==> src/rtl/hazard_ctrl.sv <==
// hazard_ctrl: forwarding selects, load-use stall and branch flush control for the ID->EX pipeline register
module hazard_ctrl #(
    parameter int FLUSH_CYCLES = 2,
    parameter int CNT_W        = 16
) (
    input  logic             clk,
    input  logic             rst,
    input  logic             id_valid,
    input  logic [4:0]       id_rs1,
    input  logic [4:0]       id_rs2,
    input  logic             id_uses_rs1,
    input  logic             id_uses_rs2,
    input  logic [4:0]       id_rd,
    input  logic             id_RegWrite,
    input  logic             id_MemRead,
    input  logic             branch_taken,
    output logic             stall_if,
    output logic             flush_if,
    output logic             clear_id,
    output logic             fwd_ex_1,
    output logic             fwd_mem_1,
    output logic             fwd_ex_2,
    output logic             fwd_mem_2,
    output logic [CNT_W-1:0] stall_cnt
);
    typedef enum logic {IDLE, FLUSH} state_t;

    state_t           state, state_nxt;
    logic [2:0]       fcnt, fcnt_nxt;
    logic [4:0]       ex_rd, mem_rd;
    logic             ex_wr, ex_ld, mem_wr;
    logic [CNT_W-1:0] cnt;
    logic             hit_ex_1, hit_ex_2, hit_mem_1, hit_mem_2;
    logic             lu, flushing;

    // dependency match of each ID source against the EX and MEM shadow destinations; x0 never matches
    always_comb begin
        hit_ex_1  = id_uses_rs1 & ex_wr  & (ex_rd  != 5'd0) & (ex_rd  == id_rs1);
        hit_ex_2  = id_uses_rs2 & ex_wr  & (ex_rd  != 5'd0) & (ex_rd  == id_rs2);
        hit_mem_1 = id_uses_rs1 & mem_wr & (mem_rd != 5'd0) & (mem_rd == id_rs1);
        hit_mem_2 = id_uses_rs2 & mem_wr & (mem_rd != 5'd0) & (mem_rd == id_rs2);
        lu        = id_valid & ex_ld & (hit_ex_1 | hit_ex_2);
    end

    // flush FSM state register; the burst length is loaded on entry to FLUSH
    always_ff @(posedge clk) begin
        if (rst) begin
            state <= IDLE;
            fcnt  <= 3'd0;
        end else begin
            state <= state_nxt;
            fcnt  <= fcnt_nxt;
        end
    end

    // flush FSM next state; a taken branch seen while already flushing is ignored
    always_comb begin
        state_nxt = state;
        fcnt_nxt  = fcnt;
        if (state == IDLE) begin
            if (branch_taken && FLUSH_CYCLES > 1) begin
                state_nxt = FLUSH;
                fcnt_nxt  = 3'(FLUSH_CYCLES - 1);
            end
        end else begin
            fcnt_nxt = fcnt - 3'd1;
            if (fcnt == 3'd1) state_nxt = IDLE;
        end
    end

    // control outputs; flushing suppresses the load-use stall, reset forces a bubble and nothing else
    always_comb begin
        flushing  = !rst & ((state == FLUSH) | branch_taken);
        stall_if  = !rst & lu & !flushing;
        flush_if  = flushing;
        clear_id  = rst | flushing | stall_if;
        fwd_ex_1  = !rst & hit_ex_1 & !ex_ld;
        fwd_ex_2  = !rst & hit_ex_2 & !ex_ld;
        fwd_mem_1 = !rst & hit_mem_1 & !hit_ex_1;
        fwd_mem_2 = !rst & hit_mem_2 & !hit_ex_2;
        stall_cnt = rst ? '0 : cnt;
    end

    // shadow copies of EX/MEM destination info; a bubble enters EX whenever ID/EX is cleared or empty
    always_ff @(posedge clk) begin
        if (rst) begin
            ex_rd  <= 5'd0;
            ex_wr  <= 1'b0;
            ex_ld  <= 1'b0;
            mem_rd <= 5'd0;
            mem_wr <= 1'b0;
        end else begin
            mem_rd <= ex_rd;
            mem_wr <= ex_wr;
            if (stall_if | flushing | !id_valid) begin
                ex_rd <= 5'd0;
                ex_wr <= 1'b0;
                ex_ld <= 1'b0;
            end else begin
                ex_rd <= id_rd;
                ex_wr <= id_RegWrite;
                ex_ld <= id_MemRead;
            end
        end
    end

    // saturating count of load-use stall cycles
    always_ff @(posedge clk) begin
        if (rst) cnt <= '0;
        else if (stall_if && cnt != '1) cnt <= cnt + CNT_W'(1);
    end
endmodule
==> config.mk <==
export PLATFORM = sky130hd
export DESIGN_NAME = hazard_ctrl
export DESIGN_NICKNAME = d
export VERILOG_FILES = /design/src/rtl/hazard_ctrl.sv
export SDC_FILE = /design/constraint.sdc
export NUM_CORES = 1
export LEC_CHECK = 0
export ABC_AREA = 1
export CORE_MARGIN = 1
export CORE_UTILIZATION = 47
export CTS_BUF_LIST = sky130_fd_sc_hd__clkbuf_8
export DETAILED_ROUTE_END_ITERATION = 10
export PLACE_DENSITY = 0.75
export SLEW_MARGIN = 15
export SYNTH_ARGS = -nofsm -noshare
export SYNTH_HDL_FRONTEND = slang
export SYNTH_SLANG_ARGS = --single-unit
==> constraint.sdc <==
create_clock -name clk -period 1.43 [get_ports clk]
set_input_delay 0.286 -clock clk [delete_from_list [all_inputs] [get_ports clk]]
set_output_delay 0.286 -clock clk [all_outputs]
set_load 0.03 [all_outputs]
Yosys cells after proc, flatten, opt, wreduce, memory -nomap -nowiden:

Cells that the tools add are included.

* memory bits (writable): 0
* latch bits: 0
* register bits: 33
* memories kept: 0
* word-level logic and storage cells: 64
* memory bits (read-only): 0

* mux-type cells: 6
* $lt $le $gt $ge: 0
* equality and inequality tests: 6
* reduce and logical (&&, ||, !) cells: 11
* add/subtract/negate cells: 2
* bitwise logic cells: 31
* div/mod/pow operators: 0
* $mul: 0
* shift-type cells: 0

Operator list (count)
* 1-bit bitwise AND: 25
* 5-bit equality test: 4
* 16-bit by 1-bit adder with 16-bit output, second input constant: 1
* 16-bit two-way mux: 1
* 16-bit != test, second input constant: 1
* 5-bit nonzero test: 2
* 1-bit logical NOT: 6
* 3-bit two-way mux: 2
* 1-bit bitwise OR: 6
* 3-bit by 1-bit equality test with 1-bit output, second input constant: 1
* 1-bit two-way mux: 3
* 3-bit by 1-bit subtractor with 3-bit output, second input constant: 1
* 2-bit nonzero test: 1
* 2-bit OR reduction: 1
* 1-bit logical AND: 1

Logic depth before layout (Yosys ltp):

* depth after elaboration: 10
* mapped depth: 13

Worst setup path before layout:

No wires, ideal clock.

* path type: input to output
* from: input port rst
* to: output port fwd_mem_1
* arrival: 1.933 ns
* setup slack: -0.789 ns
* cell stages on the path: 7
* cells stage by stage: buf_2 -> inv_1 -> buf_2 -> nand3_1 -> a21oi_1 -> nand3_1 -> nor4b_1

* word-level cells in the longest chain between the ends: 3

RTL lines
* start: declaration: line 7 `input logic rst,`
* 1-bit logical NOT: line 79 `fwd_mem_1 = !rst & hit_mem_1 & !hit_ex_1;`
* 1-bit bitwise AND (2 in series): line 79
* end: declaration: line 21 `output logic fwd_mem_1,`

No other way between the ends.

Worst setup path after layout:

* from: register ex_rd[3]
* to: output port fwd_mem_1

* word-level cells in the longest chain between the ends: 5

RTL lines
* start: declaration: line 30 `logic [4:0] ex_rd, mem_rd;`
* start signal: assignment: line 100 `ex_rd <= id_rd;`
* 5-bit nonzero test: line 38 `hit_ex_1 = id_uses_rs1 & ex_wr & (ex_rd != 5'd0) & (ex_rd == id_rs1);`
* 1-bit bitwise AND: line 38
* 1-bit bitwise AND *: line 38
* 1-bit logical NOT *: line 79
* 1-bit bitwise AND *: line 79

Mark *: on every way between the ends. The rest lies on a longest branch, timed or not.

==> qor.yml <==
global_routing:
  antenna_found_initial: 0
  grt_start_max_net_pins: 19
  grt_pass1_wl_mm: 10.0
  grt_pass1_vias: 2333
  track_usage: 0.293
  grt.overflow.total: 0
synthesis:
  syn_avg_cell_area_um2: 5.97
  yosysWarnings: 0
  synth_nets: 370
  seq_area_frac_synth: 0.322
  yosysUniqueCellTypes: 29
  synth_area_mm2: 0.00205
  syn_inst: 344
  ys_seq_elements: 33
detailed_routing:
  wl_per_cell_um: 13.7
  drc: 0
  ant_nets: 0
  drtPass1Iterations: 4
  via_per_inst: 5.04
  vias: 2467
  drt-total-wl_mm: 6.70
  drt_iter0_drc: 108
cts:
  cts-root-buf: "clkbuf_8"
  cts_buffer_depth: 2
  postCtsHoldBufs: 0
  cts_buffers: 5
  numClockSinks: 33
  htreeDepth: 2
  cts_tree: "yes"
  clk_latency_ps: 290
  path_clk_slew_ps: 80
power:
  max-vdd-ir-drop_v: 0.000493
  p_leak_nw: 1.58
  power_density_mw_per_mm2: 657
  p_total_mw: 2.19
sta:
  post-route-min-period_ps: 1890
  slew_headroom: 0.713
  clock.fmax_mhz: 529
  worst_pin_slew_ps: 428
  rsz0062_at_grt: "true"
  slew_viol_final: 0
  hold_violations: 0
  fin_ws_ps: -460
  setup_viol: 29
  fin_worst_skew_ps: 9.36
  period_share: 1.32
critical_path:
  crit_fanout: 4
  reg2reg_slack_ps: -290
  regToRegStartpoint: "ex_rd[3]"
  end_kind: "primary output"
  cp_cell_sequence: "inv_4 -> nand3_4 -> nor2_4 -> nor2_2 -> nand2_2 -> buf_6 -> nor4b_4 -> buf_6"
  crit_slowest_cell: "dfxtp_2"
  crit_family: "simple AND/OR/NAND/NOR gates"
  crit_buf_inv: 3
  cp.required_ps: 1140
  cp-start-kind: "register"
  r2r_cells: 14
  max_stage_delay_ps: 340
  r2r_end: "cnt[9]"
  critPathKind: "reg -> out"
  cp_common_cell: "buf_6"
  cp_data_arrival_time_ps: 1600
floorplan:
  dieHeight_um: 68.1
  die-area_mm2: 0.00464
  initial_utilization: 0.503
  core_area_mm2: 0.00409
  io-pin-count: 46
  die-width_um: 68.1
  rows: 23
placement:
  place_congestion: 0.881
  place_ws_ps: -584
  io_buffers: 45
  hpwl_mm: 4.08
worst_hold_path:
  min_path_type: "reg -> reg"
  whs_endpoint: "mem_wr"
  min_from: "ex_wr"
  hold-path-cell-count: 2
outcome:
  status: "finished, violations left"
  violations: "setup timing"
final_layout:
  nNetsFinal: 464
  layout-drive-gt1-share: 0.351
  diodes: 0
  syn_to_final_growth_pct: 62.2
job:
  maxCapViolCount: 0
## placed cells by master, fill, tap and decap left out, types with 2 or more instances in the layout
cell type,synthesis,routed
nand4_1,12,12
o21ai_2,0,2
clkdlybuf4s50_1,0,8
nand3_4,1,4
nand3_2,1,3
nand2_1,85,76
buf_4,0,49
nand2_2,2,9
dfxtp_2,0,10
nand3_1,13,8
inv_2,4,5
dlygate4sd2_1,0,13
ha_1,3,2
nand2_4,1,3
inv_1,67,61
nor2_4,1,10
a21oi_2,0,4
xnor2_1,4,3
buf_6,0,20
a21oi_1,7,3
clkbuf_8,0,6
nor2_2,3,8
nor4b_4,0,2
nor2_1,72,58
dfxtp_1,33,23
o21ai_0,11,3
o21ai_1,5,11
inv_4,0,5
or2_2,3,3
## metal layers
metal / part of all wire / track usage
met3: 0.050 / 0.0900
met1: 0.41 / 0.330
met2: 0.51 / 0.511
met4: 0.027 / 0.109
met5: 0 / 0
## sequential cells by signal, summed over array words and instances (netlist names)
name,cells
state,1
fcnt,3
ex_wr,1
ex_ld,1
ex_rd,5
cnt,16
mem_wr,1
mem_rd,5
## worst max-delay path by stage
stage	to	cells after the start	slack [ps]	startpoint
4_1_cts	fwd_mem_2	8	-410	ex_rd[4]
5_1_grt	fwd_mem_1	10	-530	ex_rd[3]
2_1_floorplan	fwd_mem_1	7	-160	rst
3_3_place_gp	fwd_mem_2	11	-540	id_rs2[3]
6_report	fwd_mem_1	8	-460	ex_rd[3]
3_5_place_dp	fwd_mem_2	10	-580	id_rs2[4]
## logic make-up (layout without fill, tap and decap cells)
group,count (synthesis),after routing,share of synthesized area
fa+ha+maj,3,3,0.0183
flops,33,33,0.322
buf+inv,78,173,0.144
xor+xnor,4,4,0.0171
compound gates,25,25,0.0646
simple gates,201,201,0.434
## cell type report
class,count,area [um2]
repair buffers,93,845
fillers,280,753
clock inverters,2,33.8
clock buffers,6,82.6
well taps,50,62.6
multi-input cells,233,1350
inverters,72,287
flip-flops and latches,33,673
## where the power goes
part	total [mW]	switching, mW	internal, mW
clock network	0.916	0.355	0.561
logic	0.323	0.171	0.152
registers	0.949	0.0122	0.937
total	2.19	0.539	1.65
## timing repair
| item | 4_1_cts | 5_1_grt |
|---|---|---|
| buffers inserted | 6 | 2 |
| cloned | 1 | 0 |
| pin swaps | 21 | 19 |
| resized for setup | 84 | 25 |
| endpoints found under the setup margin | 46 | 31 |
## tightest hold or removal path, delay by kind of cell, from the launching register on
kind | cells | cell delay [ps]
flip-flops | 1 | 340
AND/OR/NAND/NOR | 1 | 30
buffers and inverters | 1 | 50
## Yosys cell counts
master	instances	area, um2
nand2_1	85	319
nor2_1	72	270
inv_1	67	251
dfxtp_1	33	661
nand3_1	13	65.1
nand4_1	12	75.1
o21ai_0	11	55.1
a21oi_1	7	35.0
o21ai_1	5	25.0
inv_2	4	15.0
xnor2_1	4	35.0
buf_2	3	15.0
ha_1	3	37.5
nor2_2	3	18.8
or2_2	3	18.8
clkbuf_1	2	7.51
nand2_2	2	12.5
nand4_2	2	25.0
nor3_1	2	10.0
nor4b_1	2	17.5
a311oi_1	1	8.76
buf_1	1	3.75
clkinv_1	1	3.75
nand2_4	1	11.3
nand3_2	1	10.0
nand3_4	1	17.5
nor2_4	1	11.3
nor3_2	1	10.0
o32ai_1	1	8.76
## metrics by stage
step / instance area (um2) / hold slack, ps / util / instances / TNS (ps)
floorplan: 2140 / 391 / - / 344 / -213
global placement: 2850 / 435 / 0.697 / 472 / -20570
detailed placement: 2850 / 447 / 0.697 / 472 / -21870
CTS: 3250 / 451 / 0.794 / 487 / -5370
global route: 3330 / 486 / 0.816 / 489 / -9270
finish: 3330 / 460 / 0.816 / 489 / -7040
No activity file was read; power rests on OpenSTA's default activity.
